--- config.mk ---
export PLATFORM = sky130hd
export DESIGN_NAME = telemetria_n_canais
export DESIGN_NICKNAME = d
export VERILOG_FILES = /design/src/rtl/telemetria_n_canais.sv
export SDC_FILE = /design/constraint.sdc
export NUM_CORES = 1
export LEC_CHECK = 0
export BUFFER_PORTS_ARGS = -buffer_cell sky130_fd_sc_hd__buf_2
export CORE_ASPECT_RATIO = 0.9
export CORE_MARGIN = 4
export CORE_UTILIZATION = 56
export DETAILED_ROUTE_END_ITERATION = 10
export PLACE_DENSITY = 0.79
export SYNTH_ARGS = -nofsm -noshare
export SYNTH_HDL_FRONTEND = slang
export SYNTH_SLANG_ARGS = --single-unit
--- constraint.sdc ---
create_clock -name clock -period 4.6 [get_ports clock]
set_clock_uncertainty 0.05 [all_clocks]
set_input_delay 0 -clock clock [delete_from_list [all_inputs] [get_ports clock]]
set_output_delay 0 -clock clock [all_outputs]
set_load 0.005 [all_outputs]
--- src/rtl/telemetria_n_canais.sv ---
// telemetria_n_canais
// Captures a snapshot of N_CH BCD distance measurements and streams them as
// ASCII through an external 7E1 serial transmitter, one character at a time.
// Frame: for each enabled channel, DIGITS digits (MSD first) plus SEP, then
// one TERM. Non-BCD nibbles are sent as '?'. A missing tx_pronto for
// TIMEOUT cycles aborts the frame and raises the sticky erro flag.
//
// Handshake: tx_partida is a one-cycle pulse; tx_dados is already stable when
// it rises and stays stable until the next character is loaded. The
// transmitter answers with a one-cycle tx_pronto when the character is done;
// tx_pronto is only listened to while waiting for it (ESPERA).
//
// Ports:
//   clock      system clock, rising edge
//   reset      synchronous, active-high
//   iniciar    start-frame request (only honoured while idle)
//   medidas    packed BCD values, channel c at [c*DIGITS*4 +: DIGITS*4]
//   habilita   per-channel enable mask
//   tx_pronto  end-of-character pulse from the transmitter
//   tx_partida start-of-character pulse to the transmitter
//   tx_dados   ASCII character to transmit
//   ocupado    high whenever not idle
//   fim        one-cycle pulse on normal frame completion
//   erro       sticky handshake-timeout flag
//   db_estado  current state encoding
module telemetria_n_canais #(
    parameter int         N_CH    = 3,
    parameter int         DIGITS  = 3,
    parameter logic [6:0] SEP     = 7'h23,
    parameter logic [6:0] TERM    = 7'h0A,
    parameter int         TIMEOUT = 1_000_000
) (
    input  logic                     clock,
    input  logic                     reset,
    input  logic                     iniciar,
    input  logic [N_CH*DIGITS*4-1:0] medidas,
    input  logic [N_CH-1:0]          habilita,
    input  logic                     tx_pronto,
    output logic                     tx_partida,
    output logic [6:0]               tx_dados,
    output logic                     ocupado,
    output logic                     fim,
    output logic                     erro,
    output logic [3:0]               db_estado
);

    localparam int MW = N_CH * DIGITS * 4;
    localparam int CW = (N_CH > 1) ? $clog2(N_CH) : 1;
    localparam int DW = (DIGITS > 1) ? $clog2(DIGITS) : 1;
    localparam int TW = $clog2(TIMEOUT);
    localparam int BW = $clog2(MW);

    typedef enum logic [3:0] {
        OCIOSO  = 4'd0,
        CAPTURA = 4'd1,
        CARREGA = 4'd2,
        ENVIA   = 4'd3,
        ESPERA  = 4'd4,
        PROXIMO = 4'd5,
        FIM     = 4'd6,
        ABORTA  = 4'd7
    } estado_t;

    estado_t         estado, prox;
    logic [MW-1:0]   snap_med;
    logic [N_CH-1:0] snap_hab;
    logic [CW-1:0]   ch_idx;
    logic [DW-1:0]   dig_idx;
    logic            em_sep;
    logic            em_term;
    logic [TW-1:0]   tempo;

    logic [CW-1:0]   first_ch;
    logic [CW-1:0]   next_ch;
    logic            has_next;
    logic [BW-1:0]   bit_base;
    logic [3:0]      bcd;
    logic [6:0]      char_atual;
    logic            estouro;

    // Lowest enabled channel of the live mask (used at capture time).
    // Scanning downward leaves the lowest match in the result.
    always_comb begin
        first_ch = '0;
        for (int c = N_CH - 1; c >= 0; c--) begin
            if (habilita[c]) first_ch = CW'(c);
        end
    end

    // Next enabled channel above the current one in the snapshot mask. When
    // none exists the frame moves on to the terminator, so ch_idx never wraps.
    always_comb begin
        has_next = 1'b0;
        next_ch  = '0;
        for (int c = N_CH - 1; c >= 0; c--) begin
            if (snap_hab[c] && (c > int'(ch_idx))) begin
                has_next = 1'b1;
                next_ch  = CW'(c);
            end
        end
    end

    // Digit index 0 is the most significant nibble of the channel.
    always_comb begin
        bit_base = BW'((int'(ch_idx) * DIGITS + (DIGITS - 1 - int'(dig_idx))) * 4);
        bcd      = snap_med[bit_base +: 4];
    end

    always_comb begin
        if (em_term)          char_atual = TERM;
        else if (em_sep)      char_atual = SEP;
        else if (bcd <= 4'd9) char_atual = {3'b011, bcd};
        else                  char_atual = 7'h3F;
    end

    assign estouro = (tempo == TW'(TIMEOUT - 1));

    always_ff @(posedge clock) begin
        if (reset) estado <= OCIOSO;
        else       estado <= prox;
    end

    always_comb begin
        prox = estado;
        case (estado)
            OCIOSO:  if (iniciar) prox = CAPTURA;
            CAPTURA: prox = CARREGA;
            CARREGA: prox = ENVIA;
            ENVIA:   prox = ESPERA;
            ESPERA: begin
                if (tx_pronto)    prox = PROXIMO;
                else if (estouro) prox = ABORTA;
            end
            PROXIMO: prox = em_term ? FIM : CARREGA;
            FIM:     prox = OCIOSO;
            ABORTA:  prox = OCIOSO;
            default: prox = OCIOSO;
        endcase
    end

    assign ocupado   = (estado != OCIOSO);
    assign fim       = (estado == FIM);
    assign db_estado = estado;

    always_ff @(posedge clock) begin
        if (reset) begin
            tx_partida <= 1'b0;
            tx_dados   <= '0;
            erro       <= 1'b0;
            snap_med   <= '0;
            snap_hab   <= '0;
            ch_idx     <= '0;
            dig_idx    <= '0;
            em_sep     <= 1'b0;
            em_term    <= 1'b0;
            tempo      <= '0;
        end else begin
            // Registered so the pulse appears in the first ESPERA cycle.
            tx_partida <= (estado == ENVIA);
            case (estado)
                OCIOSO: if (iniciar) erro <= 1'b0;
                CAPTURA: begin
                    snap_med <= medidas;
                    snap_hab <= habilita;
                    ch_idx   <= first_ch;
                    dig_idx  <= '0;
                    em_sep   <= 1'b0;
                    em_term  <= (habilita == '0);
                end
                CARREGA: tx_dados <= char_atual;
                ENVIA:   tempo <= '0;
                ESPERA: begin
                    if (!tx_pronto) begin
                        if (estouro) erro  <= 1'b1;
                        else         tempo <= tempo + 1'b1;
                    end
                end
                PROXIMO: begin
                    if (!em_term) begin
                        if (em_sep) begin
                            if (has_next) begin
                                ch_idx  <= next_ch;
                                dig_idx <= '0;
                                em_sep  <= 1'b0;
                            end else begin
                                em_term <= 1'b1;
                            end
                        end else if (dig_idx == DW'(DIGITS - 1)) begin
                            em_sep <= 1'b1;
                        end else begin
                            dig_idx <= dig_idx + 1'b1;
                        end
                    end
                end
                default: ;
            endcase
        end
    end

endmodule

# Word-level counts from Yosys, hierarchy flattened
# Cells that the tools add are included.
# Widths: inputs -> output; s select.
[op_classes]
magnitude_cmp = 3
n_shift = 1
n_mul = 1
n_eq_ne = 18
n_div = 0
addsub = 4
n_bitwise = 0
n_reduce_logical = 14
muxes = 39
[ops]
columns = ["operator", "count"]
rows = [
  ["$mux 20", 2],
  ["$pmux 20 s2", 1],
  ["$shiftx 36x7->4", 1],
  ["$mux 2", 12],
  ["$pmux 4 s6", 1],
  ["$add 20x1->20 const B", 1],
  ["$eq 20x20->1 const B", 1],
  ["$mux 4", 4],
  ["$ne 2x2->1 const B", 7],
  ["$eq 4x3->1 const B", 3],
  ["$reduce_and 4->1", 3],
  ["$mux 1", 11],
  ["$ne 3x3->1 const B", 3],
  ["$eq 4x2->1 const B", 2],
  ["$pmux 2 s2", 2],
  ["$mux 6", 1],
  ["$pmux 1 s2", 3],
  ["$reduce_bool 2->1", 3],
  ["$mux 5", 1],
  ["$add 4x3->4", 1],
  ["$eq 4x1->1 const B", 1],
  ["$le 4x4->1 const B", 1],
  ["$logic_not 4->1", 1],
  ["$mul 2x2->4 const B", 1],
  ["11 further kinds", 13],
]
[totals]
output_inout_bits = 15
input_bits = 43
ramBits = 0
latchBits = 0
wordCells = 91
romBits = 0
register_bits = 78
n_memories = 0

# Depth between registers and ports, before layout
# Gate-level depths: netlist of run 1.
[logic_depth]
ltp_word = 8
mapped_depth = 11
depth_no_buf = 11

# Least setup slack after synthesis of run 1
# Ideal clock, no wire load.
[synth_path]
path_type = "reg2reg"
startpoint = "register dig_idx[0]"
endpoint = "register tx_dados[1]"
arrival_ns = 3.116
path_buffers = 1
required_ns = 4.459
path_slack_ns = 1.343
period_less_slack_ns = 3.257
setup_ns = 0.091
path_stages_with_launch = 12
path_cell_list = "dfxtp_1 inv_1 ha_1 fa_1 ha_1 fa_1 clkbuf_1 nor2_1 a221o_1 a22o_1 a21o_1 a311oi_1"
[synth_via]
elab_chain_cells = 7
[synth_lines]
columns = ["element", "line_no", "rtl"]
rows = [
  ["from (decl)", "68", "logic [DW-1:0] dig_idx;"],
  ["from (signal assigned)", "191", "dig_idx <= dig_idx + 1'b1;"],
  ["$sub 2x2->3 (*)", "105", "bit_base = BW'((int'(ch_idx) * DIGITS + (DIGITS - 1 - int'(dig_idx))) * 4);"],
  ["$add 4x3->4 (*)", "105", ""],
  ["$shiftx 36x7->4 (*)", "106", "bcd = snap_med[bit_base +: 4];"],
  ["$le 4x4->1", "112", "else if (bcd <= 4'd9) char_atual = {3'b011, bcd};"],
  ["$mux 4 (*)", "112", ""],
  ["$mux 5 (*)", "111", "else if (em_sep) char_atual = SEP;"],
  ["$mux 6 (*)", "110", "if (em_term) char_atual = TERM;"],
  ["to (signal assigned)", "170", "CARREGA: tx_dados <= char_atual;"],
  ["to (decl)", "40", "output logic [6:0] tx_dados,"],
]
# Every way passes the cells marked *; elsewhere a longest branch is shown, timed or not.
# A chain may end at the register's enable or synchronous reset.

# Final worst setup path of run 1
[layout_path]
startpoint = "register dig_idx[0]"
endpoint = "register tx_dados[2]"
# The elaborated chain is that of the path after synthesis.

==> metrics, run 1 <==
Multi-input gate area 1892 um^2; die width a little over 90 um; Final min period approximately 3.6 ns; Final nets 562; WL/cell 14.82 um; Final period util 77.20%; initial antenna violation count 0; Slew headroom 45.28%; flops & latches, synth 75; setup total negative slack 0 ns; # rows 27; WP data arrival 3.75 ns; total wire length 8908 um; antenna diode count 0; fmax 0.2816 GHz; asr flop ratio synth 0%; CTS tree yes; clk sinks 75; Synth area leaders dfxtp_1 42%, nand2_1 9.7%, a21oi_1 7.7%; Slew Limit Fails 0; core footprint 6148 um^2; Mapped Area approximately 3600 um^2; hold crit path type input port to register; 1st-iter DRT viols 185; Root Driver clkbuf_8; H-tree level count 3; Via density about 5.6; synth warn 0; startpoint types register; Die Height about 84 um; total vias in the final route between 3k and 4k; gr ovfl total 0; top_reg_cell synth dfxtp_1; Initial Util 57.88%; Clk network pwr share 38.0%; Clk pin slew, worst setup/hold paths 0.08 ns; sequential share of the synthesized area 42.19%; synth-to-layout area growth 25.53%; WP data required 4.80 ns; global-route total usage across every layer about a quarter; number of enable flip-flop cells after synthesis 0; Leakage 1.817 nW; vias in the first global route 3,157; peak supply drop 270.2 uV; later-pin clock latency in the skew report 0.35 ns; clock buffer depth 2; num ports 58; nature of the critical path endpoint register; pin count of the biggest net entering global routing 58; Max Cap Viol 0; final hold vios 0; Pwr Density between 300 and 400 nW/um^2; Overall Power 1.522 mW; filler instances 475; DRC Markers 0; PostCTS Resize Cnt 0; switching power 0.4003 mW; worst-margin pin slew about 0.82 ns; Routability Congestion 0.8663; first-pass GRT wire length about 15,000 um; die footprint 7696 um^2; ANT nets after route 0; PortBufs 55; area leader, netlist dfxtp_1; Pint 1.122 mW; worst-path fanout max 7; cell count after synthesis approximately 430; Sw Ratio around a quarter; share of cells above drive strength 1 about 18%; post-synth cell types 56; Comb pwr share 15.4%; Num CTS Buffers 9; post-DP HPWL 5387 um; post-synth top area share a little over two fifths; sequential cell area ~1500 um^2; crit path kind register to register; unrepaired setup endpoints after global routing no; Seq pwr share roughly 47%; TritonRoute pass-1 iters 6; status finished clean; mean cell area of the mapped netlist 8.314 um^2; count of final setup violators 0
-- synthesized netlist by cell type, drive strengths merged, types with 2 or more instances --
library cell / count
a22o: 2
nor3: 7
mux2i: 5
dfxtp: 75
ha: 8
nand4: 3
a21oi: 56
a31oi: 4
nor2: 38
nand2: 92
o2111ai: 5
nor2b: 3
a211oi: 2
a32oi: 2
a2111oi: 2
o211ai: 2
mux4: 5
clkbuf: 20
inv: 11
a221o: 2
xor2: 18
a21o: 2
buf: 9
a311oi: 2
o21ai: 7
nand3: 10
and3: 6
or4: 3
nand2b: 3
fa: 2
and2: 3
o21a: 2
or3: 2
-- area by class of cell --
class | instances | share of cell area, %
sequential | 75 | 33.61
tap | 87 | 2.437
clock buffer | 12 | 3.473
multi-input combinational | 314 | 42.35
inverter | 11 | 0.9244
clock inverter | 4 | 1.625
timing repair buffer | 98 | 15.57
-- critical path: stages (launching register included) --
cell and delay [ns]:
dfxtp_1 0.40, inv_1 0.06, ha_1 0.31, fa_1 0.44, ha_1 0.22, fa_1 0.37
xor2_1 0.41, nor2_1 0.15, a221o_1 0.36, a22o_1 0.23, a21o_1 0.19, a311oi_1 0.27
-- cell families after synthesis --
group                      synth area share, %
and+or+nand+nor                          23.07
xor gates and xnor gates                 4.430
adders and majority gates                3.938
buffers and inverters                    4.817
other                                   0.1054
muxes                                    4.888
DFF                                      42.19
AOI/OAI and AO/OA                        16.56
-- power groups by stage --
stage	Combinational (mW)	Clock [mW]	Sequential [mW]
global route	0.259	0.617	0.713
CTS	0.228	0.584	0.708
detailed placement	0.200	0	0.723
finish	0.234	0.579	0.710
floorplan	0.153	0	0.710
global placement	0.195	0	0.722
-- final timing paths --
check                      startpoint                       end  slack (ns)  cells after the start
min                       habilita[0]      em_term$_SDFFE_PP0P_        0.03                      3
max           dig_idx[0]$_SDFFE_PP0P_  tx_dados[2]$_SDFFE_PP0P_        1.05                     11
min reg2reg  snap_med[9]$_SDFFE_PP0P_  snap_med[9]$_SDFFE_PP0P_        0.40                      2
max reg2reg   dig_idx[0]$_SDFFE_PP0P_  tx_dados[2]$_SDFFE_PP0P_        1.05                     11
-- layer usage --
layer  vias to the layer above  track usage, %  share of wire [%]
met5                         -               0                  0
li1                       1633               -                  -
met3                        18           7.394                6.3
met2                       119           39.99                 49
met1                      1567           29.98                 43
met4                         0           6.343                1.6
-- what timing repair did --
item                       in CTS  in global routing
setup endpoints to repair       0                  0
hold buffers                   39                  0
hold endpoints to repair       40                  0
buffers inserted                0                  0
-- cells in the final DEF (no fill, tap or decap), types with 3 or more instances in the layout --
cell type | synthesis | final
o21ai_0 | 3 | 3
inv_1 | 11 | 11
nand3_1 | 10 | 10
nand4_1 | 3 | 3
ha_1 | 8 | 8
nor2b_1 | 3 | 3
nor3_1 | 7 | 7
buf_4 | 3 | 4
clkbuf_8 | 0 | 11
nand2b_1 | 3 | 3
mux4_2 | 5 | 5
o21ai_2 | 3 | 3
a21oi_1 | 55 | 55
mux2i_1 | 5 | 5
dlygate4sd3_1 | 0 | 39
and3_1 | 6 | 6
a31oi_1 | 4 | 4
o2111ai_1 | 5 | 5
nor2_1 | 38 | 37
dfxtp_1 | 75 | 75
xor2_1 | 18 | 18
nand2_1 | 92 | 92
buf_2 | 1 | 55
and2_1 | 3 | 3
-- metrics by stage --
step	hold slack (ns)	util, %	area [um^2]	setup WS (ns)	instances
after floorplan	0.08596	-	3562	1.343	429
after global placement	0.1911	62.60	3849	1.262	546
after detailed placement	0.1946	62.60	3849	1.169	546
after CTS	0.02293	72.65	4467	1.084	601
after global routing	0.01470	72.65	4467	0.8924	601
final	0.03242	72.65	4467	1.049	601
-- registers in the layout (all words and copies together) (netlist names) --
| signal | cells |
|---|---|
| snap_hab | 2 |
| dig_idx | 2 |
| erro | 1 |
| tx_dados | 6 |
| tempo | 20 |
| snap_med | 36 |
| em_term | 1 |
| em_sep | 1 |
| ch_idx | 2 |
| tx_partida | 1 |
| db_estado | 3 |
Note: power is estimated with default switching activity, not from simulation.
==> inputs of run 2 (changes only) <==
Settings changed: CORE_UTILIZATION 56 to 51, PLACE_DENSITY 0.79 to 0.76.
Clock period 4.6 ns to 3.2 ns, I/O delays scaled along.
==> metrics, run 2 (same netlist as run 1, synthesis figures left out) <==
status finished clean; initial antenna violation count 0; clock buffer depth 2; # rows 28; Routability Congestion 0.8080; Die Height 87.25 um; Final min period between 3 and 4 ns; peak supply drop around 290 uV; pin count of the biggest net entering global routing 57; Top Registers snap_med x36, tempo x20, tx_dados x6; non-filler cells, final between 600 and 700; die footprint 8380 um^2; CP cell instances inv_2 -> ha_4 -> fa_1 -> ha_2 -> fa_2 -> nor2_2 -> a221o_1 -> a22o_1 -> a21o_1 -> a311oi_1; CP Launch Point dig_idx[0]$_SDFFE_PP0P_; Slew Limit Fails 0; 1st-iter DRT viols 183; Hold Crit Start habilita[0]; startpoint types register; Max Cap Viol 0; unrepaired setup endpoints after global routing yes; filler instances roughly 540; final hold vios 0; Leakage around 1.9 nW; TritonRoute pass-1 iters 4; Final nets 570; hold slack 0.04324 ns; Biggest register snap_med; fmax 0.3203 GHz; synth-to-layout area growth 28.34%; WP data required 3.41 ns; PortBufs 55; count of final setup violators 0; Num CTS Buffers 9; crit path kind register to register; post-DP HPWL around 5600 um; Final period util 97.55%; later-pin clock latency in the skew report roughly 0.35 ns; Root Driver clkbuf_8; share of cells above drive strength 1 20.88%; core footprint 6691 um^2; WP data arrival 3.33 ns; max reg flops 36; first-pass GRT wire length ~14,000 um; total vias in the final route between 3k and 4k; CP max-delay cell fa_2; Pwr Density 469.1 nW/um^2; gr ovfl total 0; most common library cell in the layout ignoring fill and taps nand2_1; vias in the first global route 3,102; CTS tree yes; total wire length 8623 um; Via density 5.369; placed cell count 555; Initial Util between 50% and 60%; num ports 58; reg2reg start dig_idx[0]$_SDFFE_PP0P_; hold crit path type input port to register; H-tree level count 3; global-route total usage across every layer 21.70%; clk sinks 75; CP max stage delay 0.70 ns; nature of the critical path endpoint register; ANT nets after route 0; WL/cell around 14 um; Slew headroom a little over half; antenna diode count 0; Clk pin slew, worst setup/hold paths 0.08 ns; DRC Markers 0; worst-margin pin slew between 0.6 and 0.7 ns; most frequent cells in the layout 92 x nand2_1, 73 x dfxtp_1, 55 x a21oi_1, 55 x buf_2, 40 x dlygate4sd3_1; die width 96.05 um; worst-path fanout max 7
## run 2: what timing repair did
| action | CTS | global route |
|---|---|---|
| gates resized for setup | 1 | 14 |
| endpoints found under the hold margin | 42 | 0 |
| pin swaps | 0 | 8 |
| buffers inserted | 0 | 1 |
| hold buffers | 40 | 0 |
| endpoints found under the setup margin | 3 | 3 |
## run 2: path summary, 6_finish.rpt
check	end	slack, ns	cells after the start
worst max-delay path	tx_dados[1]$_SDFFE_PP0P_	0.08	10
worst min-delay path	em_term$_SDFFE_PP0P_	0.04	3
worst max register to register	tx_dados[1]$_SDFFE_PP0P_	0.08	10
worst min register to register	snap_med[25]$_SDFFE_PP0P_	0.41	2
## run 2: metal layers
| metal | part of all wire, % | global-route usage, % |
|---|---|---|
| met1 | 44 | 27.95 |
| met2 | 50 | 36.05 |
| met3 | 5.0 | 5.877 |
| met4 | 0.89 | 5.297 |
| met5 | 0 | 0 |
## run 2: worst max-delay path: cells and delay by family (launching register included)
kind / cells / cell delay [ns]
compound gates: 4 / 0.96
fa+ha+maj: 4 / 1.57
buf+inv: 1 / 0.04
flops: 1 / 0.33
simple gates: 1 / 0.07
## run 2: cell type report
class                      instances  area, um^2  area share [%]
tap                               90       112.6           2.466
clock buffer                      13       158.9           3.479
clock inverter                     3       46.29           1.014
multi-input combinational        314        1942           42.52
sequential                        75        1504           32.93
timing repair buffer             106       762.0           16.68
inverter                          11       41.29          0.9041
## run 2: per-stage QoR
| step | power [mW] | TNS, ns | setup WS, ns | area [um^2] | utilization, % |
|---|---|---|---|---|---|
| floorplan | 1.241 | 0 | 0.001312 | 3563 | - |
| global placement | 1.331 | 0 | 0.05222 | 3897 | 58.25 |
| detailed placement | 1.343 | -0.008261 | -0.008261 | 3897 | 58.25 |
| CTS | 2.119 | 0 | 0.02350 | 4506 | 67.33 |
| global route | 2.237 | -0.03471 | -0.01529 | 4567 | 68.25 |
| finish | 2.142 | 0 | 0.07833 | 4567 | 68.25 |
## run 2: power breakdown
| group | internal [mW] | switching (mW) | total [mW] |
|---|---|---|---|
| Combinational | 0.181 | 0.193 | 0.374 |
| Clock | 0.405 | 0.346 | 0.751 |
| Sequential | 0.978 | 0.0397 | 1.02 |
==> inputs of run 3 (changes only) <==
Settings changed: CORE_UTILIZATION 51 to 50, PLACE_DENSITY 0.76 to 0.75, SETUP_SLACK_MARGIN set to 0.5.
==> metrics, run 3 (same netlist as run 1, synthesis figures left out) <==
status finished clean; final hold vios 0; Pint 1.562 mW; Final period util between 90% and 100%; H-tree level count 3; switching power 0.5880 mW; CP cell instances inv_2 -> ha_4 -> fa_1 -> ha_2 -> fa_2 -> xor2_2 -> buf_4 -> a2111oi_0 -> a31oi_1 -> a21o_1 -> a311oi_2; Num CTS Buffers 9; crit path kind register to register; CP max stage delay 0.42 ns; Final min period a little over 3 ns; unrepaired setup endpoints after global routing yes; clk sinks 75; share of cells above drive strength 1 a little over a fifth; worst-path fanout max 6; post-DP HPWL 5450 um; Hold Crit Start habilita[0]; Comb pwr share 17.4%; CP max-delay cell fa_1; clock buffer depth 2; Final nets 570; Clk pin slew, worst setup/hold paths 0.08 ns; Top Registers snap_med x36, tempo x20, tx_dados x6; total vias in the final route 3,232; Pwr Density 467.8 nW/um^2; Initial Util 52.63%; # rows 28; Leakage 1.851 nW; max reg flops 36; TritonRoute pass-1 iters 4; R2R depth 11; startpoint types register; Max Cap Viol 0; critical path's top delay family adder cells; Slew Limit Fails 0; die width 96.93 um; count of final setup violators 0; Sw Ratio a little over a quarter; 1st-iter DRT viols ~160; Seq pwr share 47.4%; setup slack, reg-to-reg 0.14 ns; first-pass GRT wire length 14,360 um; hold path depth 3; pin count of the biggest net entering global routing 57; worst-margin pin slew 0.7423 ns; WL/cell 14.03 um; Overall Power 2.150 mW; worst hold endpoint em_term$_SDFFE_PP0P_; synth-to-layout area growth 29.15%; PortBufs 55; ANT nets after route 0; reg2reg start dig_idx[0]$_SDFFE_PP0P_; most frequent cells in the layout 92 x nand2_1, 73 x dfxtp_1, 55 x a21oi_1, 55 x buf_2, 40 x dlygate4sd3_1; nature of the critical path endpoint register; Place WS 0.04518 ns; antenna diode count 0; num ports 58; RR Endpoint tx_dados[1]$_SDFFE_PP0P_; WP data required 3.41 ns; Die Height ~88 um; DRC Markers 0; gr ovfl total 0; Root Driver clkbuf_8; final worst-path setup slack 0.1379 ns; global-route total usage across every layer 20.72%; Via density between 5 and 6; total wire length 8585 um; WP data arrival 3.27 ns; most common library cell in the layout ignoring fill and taps nand2_1; vias in the first global route 3,090; hold crit path type input port to register; fmax about 0.33 GHz; Clk network pwr share 35.3%; Biggest register snap_med; later-pin clock latency in the skew report 0.35 ns; CTS tree yes; core footprint between 6000 and 7000 um^2; peak supply drop 269.1 uV; Slew headroom 50.51%; Buf/Inv on CP 2; initial antenna violation count 0; Routability Congestion between 0.9 and 1; die footprint 8532 um^2
run 3: area by class of cell:
| class | instances | area, um^2 |
|---|---|---|
| fillers | 523 | 2166 |
| flip-flops and latches | 75 | 1506 |
| repair buffers | 106 | 765.7 |
| inverters | 11 | 41.29 |
| clock buffers | 11 | 151.4 |
| well taps | 90 | 112.6 |
| clock inverters | 5 | 61.31 |
| multi-input cells | 314 | 1957 |
run 3: worst max path at each step:
| stage | from | to | cells after the start | slack (ns) |
|---|---|---|---|---|
| finish | dig_idx[0]$_SDFFE_PP0P_ | tx_dados[1]$_SDFFE_PP0P_ | 11 | 0.14 |
| global route | dig_idx[0]$_SDFFE_PP0P_ | tx_dados[1]$_SDFFE_PP0P_ | 11 | -0.009 |
| CTS | dig_idx[0]$_SDFFE_PP0P_ | tx_dados[1]$_SDFFE_PP0P_ | 10 | 0.11 |
| detailed placement | dig_idx[0]$_SDFFE_PP0P_ | tx_dados[1]$_SDFFE_PP0P_ | 10 | 0.05 |
| global placement | dig_idx[0]$_SDFFE_PP0P_ | tx_dados[1]$_SDFFE_PP0P_ | 10 | 0.15 |
| floorplan | dig_idx[0]$_SDFFE_PP0P_ | tx_dados[1]$_SDFFE_PP0P_ | 11 | 0.22 |
run 3: worst min-delay path: cells and delay by family:
kind                   cells  cell delay [ns]
AND/OR/NAND/NOR            1             0.05
buffers and inverters      1             0.10
AO/OA/AOI/OAI              1             0.26
run 3: per-stage QoR:
stage	std cells	area, um^2	util (%)	TNS [ns]	hold slack [ns]
floorplan	429	3606	-	0	0.08596
global placement	551	3901	57.70	0	0.1918
detailed placement	551	3901	57.70	0	0.1953
CTS	611	4562	67.47	0	0.02653
global route	612	4596	67.97	-0.009081	0.04192
finish	612	4596	67.97	0	0.05034
run 3: layer usage:
layer	global-route usage, %	up-vias	wire [um]
li1	-	1640	-
met1	27.10	1507	3932
met2	34.09	76	4193
met3	5.414	9	368
met4	6.378	0	90
met5	0	-	0
run 3: timing repair:
item / CTS / global route
buffers inserted: 4 / 1
pin swaps: 5 / 5
hold endpoints to repair: 42 / 0
hold buffers: 40 / 0
endpoints found under the setup margin: 4 / 4
resized for setup: 7 / 5
run 3: power by group through the flow:
stage | registers, mW | logic, mW | clock network, mW
global route | 1.03 | 0.414 | 0.811
floorplan | 1.02 | 0.231 | 0
CTS | 1.02 | 0.358 | 0.773
finish | 1.02 | 0.374 | 0.758
global placement | 1.04 | 0.288 | 0
detailed placement | 1.04 | 0.296 | 0
